## src/rtl/fp_multi_pipe.sv

```systemverilog
// Four-stage pipelined binary floating-point multiplier with DAZ/FTZ handling,
// RNE/RTZ rounding and IEEE-style exception flags.
module fp_multi_pipe #(
    parameter int EXP_W = 5,
    parameter int MAN_W = 10
) (
    input  logic                   clk_in,
    input  logic                   rst_n,
    input  logic [EXP_W+MAN_W:0]   a,
    input  logic [EXP_W+MAN_W:0]   b,
    input  logic                   rnd_mode,
    input  logic                   in_valid,
    output logic                   in_ready,
    output logic [EXP_W+MAN_W:0]   result,
    output logic [3:0]             flags,
    output logic                   out_valid,
    input  logic                   out_ready,
    output logic                   busy
);

    localparam int W  = 1 + EXP_W + MAN_W;
    localparam int EW = EXP_W + 2;
    localparam int PW = 2 * MAN_W + 2;

    localparam logic signed [EW-1:0] BIAS   = EW'((1 << (EXP_W - 1)) - 1);
    localparam logic signed [EW-1:0] E_ONE  = EW'(1);
    localparam logic signed [EW-1:0] E_ZERO = EW'(0);
    localparam logic signed [EW-1:0] E_MAX  = EW'((1 << EXP_W) - 1);

    localparam logic [EXP_W-1:0] EXP_ONES = '1;
    localparam logic [W-1:0]     QNAN     = {1'b0, {EXP_W{1'b1}}, 1'b1, {(MAN_W-1){1'b0}}};

    typedef enum logic [1:0] {CLS_ZERO, CLS_NORM, CLS_INF, CLS_NAN} op_class_t;
    typedef enum logic [2:0] {SP_NONE, SP_QNAN, SP_INVALID, SP_INF, SP_ZERO} special_t;

    function automatic op_class_t classify(input logic [EXP_W-1:0] e, input logic [MAN_W-1:0] m);
        if (e == '0)
            return CLS_ZERO;
        else if (e == EXP_ONES)
            return (m == '0) ? CLS_INF : CLS_NAN;
        else
            return CLS_NORM;
    endfunction

    logic en;

    logic             s1_valid;
    logic             s1_sa;
    logic             s1_sb;
    logic [EXP_W-1:0] s1_ea;
    logic [EXP_W-1:0] s1_eb;
    logic [MAN_W-1:0] s1_ma;
    logic [MAN_W-1:0] s1_mb;
    logic             s1_rnd;
    op_class_t        s1_cls_a;
    op_class_t        s1_cls_b;

    logic                 s2_valid;
    logic                 s2_sign;
    logic signed [EW-1:0] s2_e;
    logic [PW-1:0]        s2_prod;
    logic                 s2_rnd;
    special_t             s2_special;

    logic                 s3_valid;
    logic                 s3_sign;
    logic signed [EW-1:0] s3_e;
    logic [MAN_W-1:0]     s3_man;
    logic                 s3_guard;
    logic                 s3_sticky;
    logic                 s3_rnd;
    special_t             s3_special;

    // The whole pipe moves as one; a stalled output freezes every stage, bubbles included.
    assign en       = !out_valid || out_ready;
    assign in_ready = en;
    assign busy     = s1_valid || s2_valid || s3_valid || out_valid;

    always_ff @(posedge clk_in or negedge rst_n) begin
        if (!rst_n) begin
            s1_valid <= 1'b0;
            s1_sa    <= 1'b0;
            s1_sb    <= 1'b0;
            s1_ea    <= '0;
            s1_eb    <= '0;
            s1_ma    <= '0;
            s1_mb    <= '0;
            s1_rnd   <= 1'b0;
            s1_cls_a <= CLS_ZERO;
            s1_cls_b <= CLS_ZERO;
        end else if (en) begin
            s1_valid <= in_valid;
            s1_sa    <= a[W-1];
            s1_sb    <= b[W-1];
            s1_ea    <= a[W-2 -: EXP_W];
            s1_eb    <= b[W-2 -: EXP_W];
            s1_ma    <= a[MAN_W-1:0];
            s1_mb    <= b[MAN_W-1:0];
            s1_rnd   <= rnd_mode;
            s1_cls_a <= classify(a[W-2 -: EXP_W], a[MAN_W-1:0]);
            s1_cls_b <= classify(b[W-2 -: EXP_W], b[MAN_W-1:0]);
        end
    end

    special_t             special_d;
    logic [PW-1:0]        ma_ext;
    logic [PW-1:0]        mb_ext;
    logic signed [EW-1:0] e_sum;

    // Special-operand resolution, highest priority first.
    always_comb begin
        special_d = SP_NONE;
        if (s1_cls_a == CLS_NAN || s1_cls_b == CLS_NAN)
            special_d = SP_QNAN;
        else if ((s1_cls_a == CLS_INF && s1_cls_b == CLS_ZERO) ||
                 (s1_cls_a == CLS_ZERO && s1_cls_b == CLS_INF))
            special_d = SP_INVALID;
        else if (s1_cls_a == CLS_INF || s1_cls_b == CLS_INF)
            special_d = SP_INF;
        else if (s1_cls_a == CLS_ZERO || s1_cls_b == CLS_ZERO)
            special_d = SP_ZERO;
    end

    assign ma_ext = {{(MAN_W+1){1'b0}}, 1'b1, s1_ma};
    assign mb_ext = {{(MAN_W+1){1'b0}}, 1'b1, s1_mb};
    assign e_sum  = $signed({2'b00, s1_ea}) + $signed({2'b00, s1_eb}) - BIAS;

    always_ff @(posedge clk_in or negedge rst_n) begin
        if (!rst_n) begin
            s2_valid   <= 1'b0;
            s2_sign    <= 1'b0;
            s2_e       <= '0;
            s2_prod    <= '0;
            s2_rnd     <= 1'b0;
            s2_special <= SP_NONE;
        end else if (en) begin
            s2_valid   <= s1_valid;
            s2_sign    <= s1_sa ^ s1_sb;
            s2_e       <= e_sum;
            s2_prod    <= ma_ext * mb_ext;
            s2_rnd     <= s1_rnd;
            s2_special <= special_d;
        end
    end

    logic [PW-2:0]        prod_frac;
    logic signed [EW-1:0] e_norm;

    // Product of two [1,2) significands lies in [1,4): drop the leading one either way.
    always_comb begin
        if (s2_prod[PW-1]) begin
            prod_frac = s2_prod[PW-2:0];
            e_norm    = s2_e + E_ONE;
        end else begin
            prod_frac = {s2_prod[PW-3:0], 1'b0};
            e_norm    = s2_e;
        end
    end

    always_ff @(posedge clk_in or negedge rst_n) begin
        if (!rst_n) begin
            s3_valid   <= 1'b0;
            s3_sign    <= 1'b0;
            s3_e       <= '0;
            s3_man     <= '0;
            s3_guard   <= 1'b0;
            s3_sticky  <= 1'b0;
            s3_rnd     <= 1'b0;
            s3_special <= SP_NONE;
        end else if (en) begin
            s3_valid   <= s2_valid;
            s3_sign    <= s2_sign;
            s3_e       <= e_norm;
            s3_man     <= prod_frac[PW-2 -: MAN_W];
            s3_guard   <= prod_frac[PW-2-MAN_W];
            s3_sticky  <= |prod_frac[PW-3-MAN_W:0];
            s3_rnd     <= s2_rnd;
            s3_special <= s2_special;
        end
    end

    logic                 round_up;
    logic                 man_carry;
    logic [MAN_W-1:0]     man_rnd;
    logic signed [EW-1:0] e_rnd;
    logic                 inexact;
    logic [W-1:0]         result_d;
    logic [3:0]           flags_d;

    assign round_up             = !s3_rnd && s3_guard && (s3_sticky || s3_man[0]);
    assign {man_carry, man_rnd} = {1'b0, s3_man} + {{MAN_W{1'b0}}, round_up};
    assign e_rnd                = man_carry ? s3_e + E_ONE : s3_e;
    assign inexact              = s3_guard || s3_sticky;

    // Final packing; range checks use the exponent after any rounding carry.
    always_comb begin
        result_d = {s3_sign, e_rnd[EXP_W-1:0], man_rnd};
        flags_d  = {3'b000, inexact};
        case (s3_special)
            SP_QNAN: begin
                result_d = QNAN;
                flags_d  = 4'b0000;
            end
            SP_INVALID: begin
                result_d = QNAN;
                flags_d  = 4'b1000;
            end
            SP_INF: begin
                result_d = {s3_sign, EXP_ONES, {MAN_W{1'b0}}};
                flags_d  = 4'b0000;
            end
            SP_ZERO: begin
                result_d = {s3_sign, {(W-1){1'b0}}};
                flags_d  = 4'b0000;
            end
            default: begin
                if (e_rnd >= E_MAX) begin
                    flags_d = 4'b0101;
                    if (s3_rnd)
                        result_d = {s3_sign, EXP_ONES - 1'b1, {MAN_W{1'b1}}};
                    else
                        result_d = {s3_sign, EXP_ONES, {MAN_W{1'b0}}};
                end else if (e_rnd <= E_ZERO) begin
                    result_d = {s3_sign, {(W-1){1'b0}}};
                    flags_d  = 4'b0011;
                end
            end
        endcase
    end

    always_ff @(posedge clk_in or negedge rst_n) begin
        if (!rst_n) begin
            out_valid <= 1'b0;
            result    <= '0;
            flags     <= '0;
        end else if (en) begin
            out_valid <= s3_valid;
            result    <= result_d;
            flags     <= flags_d;
        end
    end

endmodule
```

## config.mk

```make
export PLATFORM = sky130hd
export DESIGN_NAME = fp_multi_pipe
export DESIGN_NICKNAME = d
export VERILOG_FILES = /design/src/rtl/fp_multi_pipe.sv
export SDC_FILE = /design/constraint.sdc
export NUM_CORES = 1
export LEC_CHECK = 0
export ABC_AREA = 1
export CAP_MARGIN = 20
export CORE_MARGIN = 3
export CORE_UTILIZATION = 57
export CTS_BUF_LIST = sky130_fd_sc_hd__clkbuf_2 sky130_fd_sc_hd__clkbuf_4 sky130_fd_sc_hd__clkbuf_8
export DETAILED_ROUTE_END_ITERATION = 6
export GPL_TIMING_DRIVEN = 0
export PLACE_DENSITY = 0.8
export SYNTH_ARGS = -nofsm -noshare
export SYNTH_HDL_FRONTEND = slang
export SYNTH_SLANG_ARGS = --single-unit
```

## constraint.sdc

```tcl
create_clock -name clk_in -period 4.74 [get_ports clk_in]
set_clock_uncertainty 0.05 [all_clocks]
set_input_delay 0.948 -clock clk_in [delete_from_list [all_inputs] [get_ports clk_in]]
set_output_delay 0.948 -clock clk_in [all_outputs]
set_load 0.005 [all_outputs]
```

# == Yosys cells after proc, flatten, opt, wreduce, memory -nomap -nowiden ==
# Cells that the tools add are included.
# totals
out_inout_bits,23
in_bits,37
reg_bits,119
# classes
n_lt_le_gt_ge,2
multipliers,1
n_eq_ne,10
reduce_logical,25
add_sub_neg,5
bitwise,1
n_mux,20
# op_table
op,count
16-bit one-hot mux with 3 select lines,1
15-bit two-way mux,2
11-bit by 11-bit multiplier with 22-bit output,1
21-bit two-way mux,1
10-bit logical NOT,2
3-bit two-way mux,5
7-bit by 2-bit adder with 7-bit output (second input constant),2
7-bit two-way mux,2
10-bit by 1-bit adder with 11-bit output,1
11-bit two-way mux,1
5-bit == test (second input constant),2
5-bit logical NOT,2
1-bit logical OR,10
2-bit two-way mux,5
10-bit OR reduction,1
2-bit == test (second input constant),4
4-bit one-hot mux with 2 select lines,1
7-bit by 6-bit greater-or-equal comparator with 1-bit output (second input constant),1
7-bit by 1-bit <= comparator with 1-bit output (second input constant),1
6-bit by 4-bit subtractor with 7-bit output (second input constant),1
5-bit by 5-bit adder with 6-bit output,1
3-bit by 2-bit == test with 1-bit output (second input constant),2
1-bit logical AND,4
2-bit logical NOT,2
other kinds (7),9

# == Logic depth before layout (Yosys ltp) ==
# Gate-level depths: netlist of run 1.
# logic_depth
depth_word,9
ltp_mapped,22
ltp_nobuf,21

# == Worst setup path before layout of run 1 ==
# OpenSTA, ideal clock, no wires.
# synth_timing
kind,reg2reg
startpoint,register s1_mb[8]
endpoint,register s2_prod[21]
arrival_time_ns,4.707
stages_incl_launch_ff,22
period_less_slack_ns,4.894
required_ns,4.554
path_slack_ns,-0.154
cell_sequence,dfrtp_1 -> clkbuf_1 -> nand2_1 -> inv_1 -> fa_1 -> inv_1 -> fa_1 -> inv_1 -> fa_1 -> fa_1 -> inv_1 -> fa_1 -> inv_1 -> ha_1 -> a21o_1 -> a21boi_0 -> nand2_1 -> nand2_1 -> nand3_1 -> or2_2 -> nand3_1 -> o21ai_0
# synth_between
elab_chain_cells,1
# synth_rtl
element,line_no,source
from (decl),53,logic [MAN_W-1:0] s1_mb;
from (signal assigned),98,s1_mb <= b[MAN_W-1:0];
11-bit by 11-bit multiplier with 22-bit output,140,s2_prod <= ma_ext * mb_ext;
to (signal assigned),140,
to (decl),61,logic [PW-1:0] s2_prod;
# No other way between the ends.
# A chain may end at the register's enable or synchronous reset.

# == Worst setup path in the final report of run 1 ==
# layout_timing
startpoint,register s1_ma[6]
endpoint,register s2_prod[20]
# layout_between
elab_chain_cells,1
# layout_rtl
element,line_no,source
from (decl),52,logic [MAN_W-1:0] s1_ma;
from (signal assigned),97,s1_ma <= a[MAN_W-1:0];
11-bit by 11-bit multiplier with 22-bit output,140,
# No other way between the ends.

==> flow_summary.json, run 1 <==
{
  "clkSlewWorstSetupHoldPaths_ns": 0.08,
  "drt_first_pass_iters": 7,
  "cts_buffers": 17,
  "synth_edf_count": 0,
  "slew_viol_final": 0,
  "cts_sinks": 119,
  "crit_path_frequent_cell": "fa_1",
  "timing.fmax_mhz": 208,
  "postSynthCellCount": 1232,
  "syn_avg_cell_area_sq_um": 7.96,
  "path_cells": "nand2_2, inv_2, fa_1, fa_1, fa_1, fa_1, inv_2, fa_1, inv_2, ha_4, nand2_4, nor2_4, inv_2, nor3_2, nand3_2, nand3_2, nand2_1, nand3_1, o21ai_1",
  "synth_nets": 1422,
  "wl_per_cell_microns": 16.5,
  "routed_via_density": 5.49,
  "worst_slack_ns": -0.0610,
  "maxCapViolCount": 0,
  "critPathSlowestCell": "fa_1",
  "netlist_top_cells_area": "dfrtp_1 (30%), fa_1 (17%), nand2_1 (13%)",
  "grt_pass1_wl_mm": 41.1,
  "tightest_slew_ns": 0.918,
  "worstSkewPairLatency_ns": 0.45,
  "wirelength_mm": 26.3,
  "num-fill-cells": 1228,
  "end_kind": "register",
  "core_area_sq_mm": 0.0167,
  "synth.largest_area_cell": "dfrtp_1",
  "drc": 0,
  "hp-class": "in -> async",
  "crit_type": "reg -> reg",
  "ys_seq_area_frac": 0.304,
  "io_buffers": 59,
  "overflow": 0,
  "cts-root-buf": "clkbuf_8",
  "final_common_cell": "nand2_1",
  "io_pins": 60,
  "drive_above_1_share": 0.151,
  "placedCellCount": 1512,
  "pre_cts_ws_ns": -0.610,
  "grt_pass1_vias": 8432,
  "status": "finished with violations",
  "cp.required_ns": 5.01,
  "instances_no_fill": 1591,
  "final_cell_mix": "nand2_1 (333), inv_1 (224), dfrtp_1 (112)",
  "vias": 8730,
  "place_congestion": 0.898,
  "period_share": 1.01,
  "grt_max_degree": 64,
  "holdBufCountCts": 0,
  "synth_top_area_share": 0.304,
  "rsz0062_at_grt": "true",
  "yosysWarningCount": 0,
  "hold_violations": 0,
  "critical-path-top-delay-family": "adder cells",
  "antenna_found_initial": 0,
  "netlist_area_sq_mm": 0.00981,
  "ys_types": 43,
  "async_reset_ff_frac": 1.00,
  "nNetsFinal": 1547,
  "worstPathMaxFanout": 10,
  "critPathLaunchType": "register",
  "relSlewSlack": 0.385,
  "cts_htree_levels": 4,
  "die_h_microns": 137,
  "synth-seq-cells": 119,
  "period_needed_ns": 4.80,
  "rows": 47,
  "first_iter_violations": 610,
  "die_w_microns": 137,
  "initial_utilization": 0.587,
  "ys.flop_type": "dfrtp_1",
  "slowest_delay_ns": 0.56,
  "violations": "setup timing",
  "grt_usage": 0.281,
  "areaGrowthSynthToFinish_pct": 23.9,
  "clock_path_buffers": 2,
  "ant_nets": 0,
  "cp.arrival_ns": 5.07,
  "cts_tree": "built",
  "setup_violations": 3,
  "die_area_sq_mm": 0.0188,
  "cp_num_buf_inv": 4,
  "dp_hpwl_mm": 18.4
}
[logic make-up after synthesis]
group	after synthesis	synth area share
AND/OR/NAND/NOR	480	0.213
XOR/XNOR	27	0.0241
AO/OA/AOI/OAI	166	0.0917
adder cells (fa/ha/maj)	153	0.257
flip-flops	119	0.304
buffers and inverters	287	0.110
[state kept, by name, summed over array words and instances, names as in the netlist, 2 cells and up]
signal and flops:
s2_prod 22, result 16, s1_ma 10, s1_mb 10
s3_man 10, s2_e 7, s3_e 7, s1_ea 5
s1_eb 5, flags 4, s2_special 3, s3_special 3
s1_cls_a 2, s1_cls_b 2
[worst paths after layout]
kind / slack (ns) / from / depth (start not counted) / end
min: 0.41 / rst_n / 1 / s1_eb[3]
max: -0.06 / s1_ma[6] / 19 / s2_prod[20]
min reg2reg: 0.42 / s3_valid / 2 / out_valid
max reg2reg: -0.06 / s1_ma[6] / 19 / s2_prod[20]
max in group asynchronous: 3.53 / rst_n / 2 / flags[0]
min in group clk_in: 0.42 / s3_valid / 2 / out_valid
[metal layers]
layer	up-vias	global-route usage	routed length, microns
li1	4065	-	-
met5	-	0	0
met4	0	0.104	780
met1	4244	0.386	10900
met2	346	0.452	12700
met3	75	0.0471	1870
[cells in the mapped netlist (2+ instances only)]
cell type	count
nand2_1	345
inv_1	238
dfrtp_1	119
o21ai_0	96
fa_1	81
ha_1	72
a21oi_1	45
clkbuf_1	42
nor2_1	42
nand3_1	31
nand4_1	20
xor2_1	15
xnor2_1	12
nand2_2	11
nor3_1	11
nor4_1	6
nand2_4	5
buf_1	3
nor2_8	3
o21ai_1	3
o22ai_1	3
o311ai_0	3
a21o_1	2
a31oi_1	2
inv_4	2
nand3_4	2
o31ai_1	2
[area by class of cell]
class	instances	area, sq um	share of cell area
multi-input cells	826	6160	0.507
repair buffers	109	1070	0.0879
plain buffers	43	320	0.0264
diodes	1	2.50	0.000206
clock buffers	23	292	0.0240
flip-flops and latches	119	2990	0.246
inverters	241	910	0.0748
clock inverters	9	141	0.0116
well taps	220	275	0.0227
[stage by stage]
stage	TNS [ns]	util	hold WS [ns]	cell area, sq um
2_1_floorplan	0	-	0.392	9840
4_1_cts	-0.251	0.691	0.420	11500
6_report	-0.144	0.728	0.410	12200
3_3_place_gp	-232.40	0.641	0.401	10700
3_5_place_dp	-5.61	0.643	0.402	10700
5_1_grt	-1.12	0.728	0.432	12200
[what timing repair did]
item,CTS,global route
resized for setup,62,90
pin swaps,16,54
setup buffers,15,31
setup endpoints to repair,14,12
cloned,0,3
Power of run 1 is not shown: default switching activity piles up to over one toggle a cycle in this logic, so the estimate is an artifact.
==> run 2: changes to the inputs <==
--- a/config.mk
+++ b/config.mk
@@ -8,11 +8,10 @@
 export ABC_AREA = 1
 export CAP_MARGIN = 20
 export CORE_MARGIN = 3
-export CORE_UTILIZATION = 57
+export CORE_UTILIZATION = 40
 export CTS_BUF_LIST = sky130_fd_sc_hd__clkbuf_2 sky130_fd_sc_hd__clkbuf_4 sky130_fd_sc_hd__clkbuf_8
 export DETAILED_ROUTE_END_ITERATION = 6
 export GPL_TIMING_DRIVEN = 0
-export PLACE_DENSITY = 0.8
 export SYNTH_ARGS = -nofsm -noshare
 export SYNTH_HDL_FRONTEND = slang
 export SYNTH_SLANG_ARGS = --single-unit
==> constraint.sdc (replaced) <==
create_clock -name clk_in -period 4.8 [get_ports clk_in]
set_clock_uncertainty 0.05 [all_clocks]
set_input_delay 0.96 -clock clk_in [delete_from_list [all_inputs] [get_ports clk_in]]
set_output_delay 0.96 -clock clk_in [all_outputs]
set_load 0.005 [all_outputs]
==> run 2 against run 1 <==
The run now ends clean. Critical path depth stayed put. First-iteration DRC count fell by 39%. Sequential share of layout area grew 0.20 points. Largest cell class unchanged. Final cell count up 5.1%. Worst hold slack worse by 0.11 ns.
==> flow_summary.json, run 2 (synthesis gave the netlist of run 1 again) <==
{
  "die_area_sq_mm": 0.0264,
  "antenna_found_initial": 0,
  "overflow": 0,
  "grt_usage": 0.203,
  "rsz0062_at_grt": "true",
  "ant_nets": 0,
  "clkSlewWorstSetupHoldPaths_ns": 0.09,
  "dp_hpwl_mm": 19.7,
  "status": "finished, final reports clean",
  "vias": 8322,
  "holdBufCountCts": 0,
  "worstSkewPairLatency_ns": 0.46,
  "first_iter_violations": 370,
  "cts_htree_levels": 4,
  "drive_above_1_share": 0.139,
  "rows": 56,
  "crit_path_frequent_cell": "fa_1",
  "relSlewSlack": 0.259,
  "num-fill-cells": 2254,
  "final_cell_mix": "nand2_1 (332), inv_1 (225), dfrtp_1 (113)",
  "crit_type": "reg -> reg",
  "cts_tree": "built",
  "cp.arrival_ns": 5.04,
  "critPathSlowestCell": "fa_1",
  "route.top_layer_used": "met4",
  "largest_register_ffs": 22,
  "wl_per_cell_microns": 15.5,
  "tightest_slew_ns": 1.11,
  "cts_sinks": 119,
  "worstPathMaxFanout": 5,
  "slew_viol_final": 0,
  "top_register": "s2_prod",
  "maxCapViolCount": 0,
  "timing.fmax_mhz": 210,
  "hp-class": "in -> async",
  "path_cells": "buf_8, nand2_1, fa_1, inv_1, fa_1, fa_1, fa_1, inv_2, fa_1, inv_2, ha_4, a21o_1, a21boi_4, nand2_1, nand2_1, nand3_2, or2_4, nand3_2, o21ai_1",
  "io_buffers": 59,
  "nNetsFinal": 1530,
  "clock_path_buffers": 2,
  "grt_pass1_vias": 8362,
  "final_common_cell": "nand2_1",
  "cp_num_buf_inv": 4,
  "dr_wl_met2_mm": 12.9,
  "wirelength_mm": 25.9,
  "initial_utilization": 0.413,
  "wl_met3_mm": 1.24,
  "end_kind": "register",
  "die_h_microns": 163,
  "die_w_microns": 163,
  "period_share": 0.994,
  "io_pins": 60,
  "critPathLaunchType": "register",
  "cts-root-buf": "clkbuf_8",
  "hold_violations": 0,
  "rrSetupSlack_ns": 0.03,
  "cp.required_ns": 5.07,
  "m1WireLength_mm": 11.5,
  "fin_setup_tns_ns": 0,
  "cts_buffers": 17,
  "place_congestion": 0.882,
  "grt_pass1_wl_mm": 42.5,
  "critical-path-top-delay-family": "adder cells",
  "routed_via_density": 4.98,
  "drt_first_pass_iters": 5,
  "core_area_sq_mm": 0.0238,
  "drc": 0,
  "placedCellCount": 1611,
  "antenna_cells": 0,
  "areaGrowthSynthToFinish_pct": 22.8,
  "period_needed_ns": 4.77,
  "instances_no_fill": 1672,
  "slowest_delay_ns": 0.54,
  "grt_max_degree": 94,
  "setup_violations": 0,
  "reg_top3": "s2_prod: 22 flops, result: 16 flops"
}
run 2: cell types whose count changed in the layout (fill, tap and decap cells not counted), sizes merged:
| cell | previous run | this run |
|---|---|---|
| buf | 64 | 46 |
| bufinv | 3 | 2 |
| clkbuf | 53 | 48 |
| clkinv | 3 | 2 |
| clkinvlp | 1 | 5 |
| diode | 1 | 0 |
| inv | 243 | 247 |
run 2: metrics by stage:
step	cell area, sq um	utilization	hold WS [ns]	setup WS (ns)
2_1_floorplan	9830	-	0.392	0.0121
3_3_place_gp	10800	0.456	0.401	-2.08
3_5_place_dp	10900	0.457	0.411	-0.631
4_1_cts	11700	0.494	0.296	0.00105
5_1_grt	12100	0.507	0.306	-0.153
6_report	12100	0.507	0.299	0.0288
run 2: cell type report:
cell class	count	area (sq um)	area share
Tap cell	319	399	0.0331
Inverter	241	910	0.0755
Clock buffer	17	234	0.0194
Multi-Input combinational cell	826	6110	0.507
Buffer	43	325	0.0270
Timing Repair Buffer	92	913	0.0758
Clock inverter	15	169	0.0140
Sequential cell	119	2990	0.248
run 2: path summary, 6_finish.rpt:
path,startpoint,end,cells after the start
max,s1_mb[4],s2_prod[21],19
min,rst_n,flags[2],1
max reg2reg,s1_mb[4],s2_prod[21],19
min reg2reg,s2_special[2],s3_special[2],2
max in group asynchronous,rst_n,s1_ma[6],2
min in group clk_in,s2_special[2],s3_special[2],2
run 2: repair_timing:
action | CTS | global route
buffers inserted | 19 | 10
gates resized for setup | 77 | 75
pin swaps | 22 | 43
cloned | 2 | 1
endpoints found under the setup margin | 14 | 12
run 2: layer usage:
metal,vias to the layer above,global-route usage
met2,210,0.350
met1,4055,0.274
met3,18,0.0275
met5,-,0
met4,0,0.0427
li1,4039,-
Power of run 2 is left out for the same reason.
==> run 3: changes to the inputs <==
--- a/config.mk
+++ b/config.mk
@@ -12,6 +12,7 @@
 export CTS_BUF_LIST = sky130_fd_sc_hd__clkbuf_2 sky130_fd_sc_hd__clkbuf_4 sky130_fd_sc_hd__clkbuf_8
 export DETAILED_ROUTE_END_ITERATION = 6
 export GPL_TIMING_DRIVEN = 0
+export PLACE_DENSITY = 0.56
 export SYNTH_ARGS = -nofsm -noshare
 export SYNTH_HDL_FRONTEND = slang
 export SYNTH_SLANG_ARGS = --single-unit
==> run 3 against run 2 <==
Worst hold slack better by 0.020 ns. Fmax is 1.1% higher. Register-to-register slack better by 0.05 ns. Utilization is 0.35 points higher. Sequential share of layout area is 0.19 points lower. Setup slack better by 0.054 ns. Clock-buffer cell count is 4 higher. Flip-flop and latch count stayed put. Global-route usage is 0.093 points lower. First-iteration DRC count is 3.2% higher. Final cell count is 0.54% higher. Critical path depth is 1 higher. Critical path type unchanged.
==> flow_summary.json, run 3 (synthesis gave the netlist of run 1 again) <==
{
  "cts-root-buf": "clkbuf_8",
  "tightest_slew_ns": 0.848,
  "place_congestion": 0.884,
  "drive_above_1_share": 0.144,
  "period_needed_ns": 4.72,
  "placedCellCount": 1612,
  "end_kind": "register",
  "die_w_microns": 163,
  "relSlewSlack": 0.435,
  "path_cells": "buf_6, clkbuf_16, nand2_1, fa_1, inv_2, fa_1, fa_1, fa_1, inv_1, fa_1, inv_2, ha_4, a21oi_4, a21boi_2, nand2_1, nand2_1, nand3_2, or2_4, nand3_2, o21ai_1",
  "grt_pass1_wl_mm": 42.3,
  "cts_buffers": 17,
  "cts_tree": "built",
  "period_share": 0.983,
  "core_area_sq_mm": 0.0238,
  "worstSkewPairLatency_ns": 0.44,
  "drt_first_pass_iters": 5,
  "antenna_cells": 0,
  "clock_path_buffers": 2,
  "final_cell_mix": "nand2_1 (332), inv_1 (222), dfrtp_1 (115)",
  "cts_sinks": 119,
  "slowest_delay_ns": 0.55,
  "nNetsFinal": 1539,
  "die_area_sq_mm": 0.0264,
  "largest_register_ffs": 22,
  "vias": 8112,
  "critPathSlowestCell": "fa_1",
  "hold_violations": 0,
  "grt_max_degree": 94,
  "num-fill-cells": 2269,
  "dp_hpwl_mm": 19.8,
  "areaGrowthSynthToFinish_pct": 23.7,
  "top_register": "s2_prod",
  "rows": 56,
  "crit_type": "reg -> reg",
  "first_iter_violations": 382,
  "fin_setup_tns_ns": 0,
  "reg_top3": "s2_prod: 22 flops, result: 16 flops",
  "r2r_cells": 20,
  "instances_no_fill": 1681,
  "grt_usage": 0.202,
  "crit_path_frequent_cell": "fa_1",
  "routed_via_density": 4.83,
  "wl_per_cell_microns": 15.2,
  "hp-class": "in -> async",
  "io_buffers": 59,
  "io_pins": 60,
  "initial_utilization": 0.413,
  "critPathLaunchType": "register",
  "rsz0062_at_grt": "true",
  "die_h_microns": 163,
  "antenna_found_initial": 0,
  "timing.fmax_mhz": 212,
  "fin_hold_ws_ns": 0.319,
  "worstPathMaxFanout": 4,
  "multi_input_area_sq_mm": 0.00613,
  "fin_util": 0.511,
  "wirelength_mm": 25.6,
  "status": "finished, final reports clean",
  "cts_htree_levels": 4,
  "setup_violations": 0,
  "ant_nets": 0,
  "final_common_cell": "nand2_1",
  "maxCapViolCount": 0,
  "grt_pass1_vias": 8290,
  "cp.required_ns": 5.05,
  "drc": 0,
  "clkSlewWorstSetupHoldPaths_ns": 0.08,
  "overflow": 0,
  "layout.area.seq_sq_mm": 0.00298,
  "slew_viol_final": 0,
  "cp.arrival_ns": 4.96
}
run 3: changes by cell type in the layout (fill, tap and decap cells not counted), sizes merged:
cell and change:
clkinv +2, clkbuf +2, clkinvlp -1, inv -5, buf +11
run 3: worst paths after layout:
path	startpoint	slack, ns	endpoint
worst max-delay path	s1_mb[8]	0.08	s2_prod[21]
worst min-delay path	rst_n	0.32	result[13]
worst max register to register	s1_mb[8]	0.08	s2_prod[21]
worst min register to register	s2_special[2]	0.42	s3_special[2]
max in group asynchronous	rst_n	3.62	s1_ma[6]
min in group clk_in	s2_special[2]	0.42	s3_special[2]
run 3: per-layer routing:
layer / vias to the layer above / part of all wire / wire length, microns / GRT usage
li1: 4056 / - / - / -
met1: 3873 / 0.47 / 11900 / 0.273
met2: 157 / 0.48 / 12300 / 0.342
met3: 26 / 0.037 / 946 / 0.0280
met4: 0 / 0.016 / 420 / 0.0557
met5: - / 0 / 0 / 0
run 3: critical path, delay by kind of cell (launching register included):
family	cells	cell delay (ns)
buffers and inverters	5	0.39
DFF	1	0.41
AOI/OAI and AO/OA	3	0.37
adders and majority gates	6	2.74
and+or+nand+nor	6	0.61
run 3: layout make-up:
| class | count | area share |
|---|---|---|
| inverter | 241 | 0.0750 |
| buffer | 43 | 0.0266 |
| timing repair buffer | 101 | 0.0812 |
| clock inverter | 11 | 0.0101 |
| clock buffer | 21 | 0.0228 |
| sequential | 119 | 0.246 |
| multi-input combinational | 826 | 0.506 |
| tap | 319 | 0.0329 |
run 3: through the flow:
stage / setup WS [ns] / instance area (sq um)
3_5_place_dp: -0.592 / 10900
3_3_place_gp: -2.04 / 10800
5_1_grt: -0.113 / 12100
4_1_cts: 0.000460 / 11700
2_1_floorplan: 0.0121 / 9830
6_report: 0.0825 / 12100
run 3: what timing repair did:
item	in CTS	in global routing
hold buffers	0	0
gates cloned	0	1
endpoints found under the setup margin	13	13
buffers inserted	18	21
pin swaps	13	54
hold endpoints to repair	0	0
resized for setup	63	94
Power of run 3 is left out for the same reason.
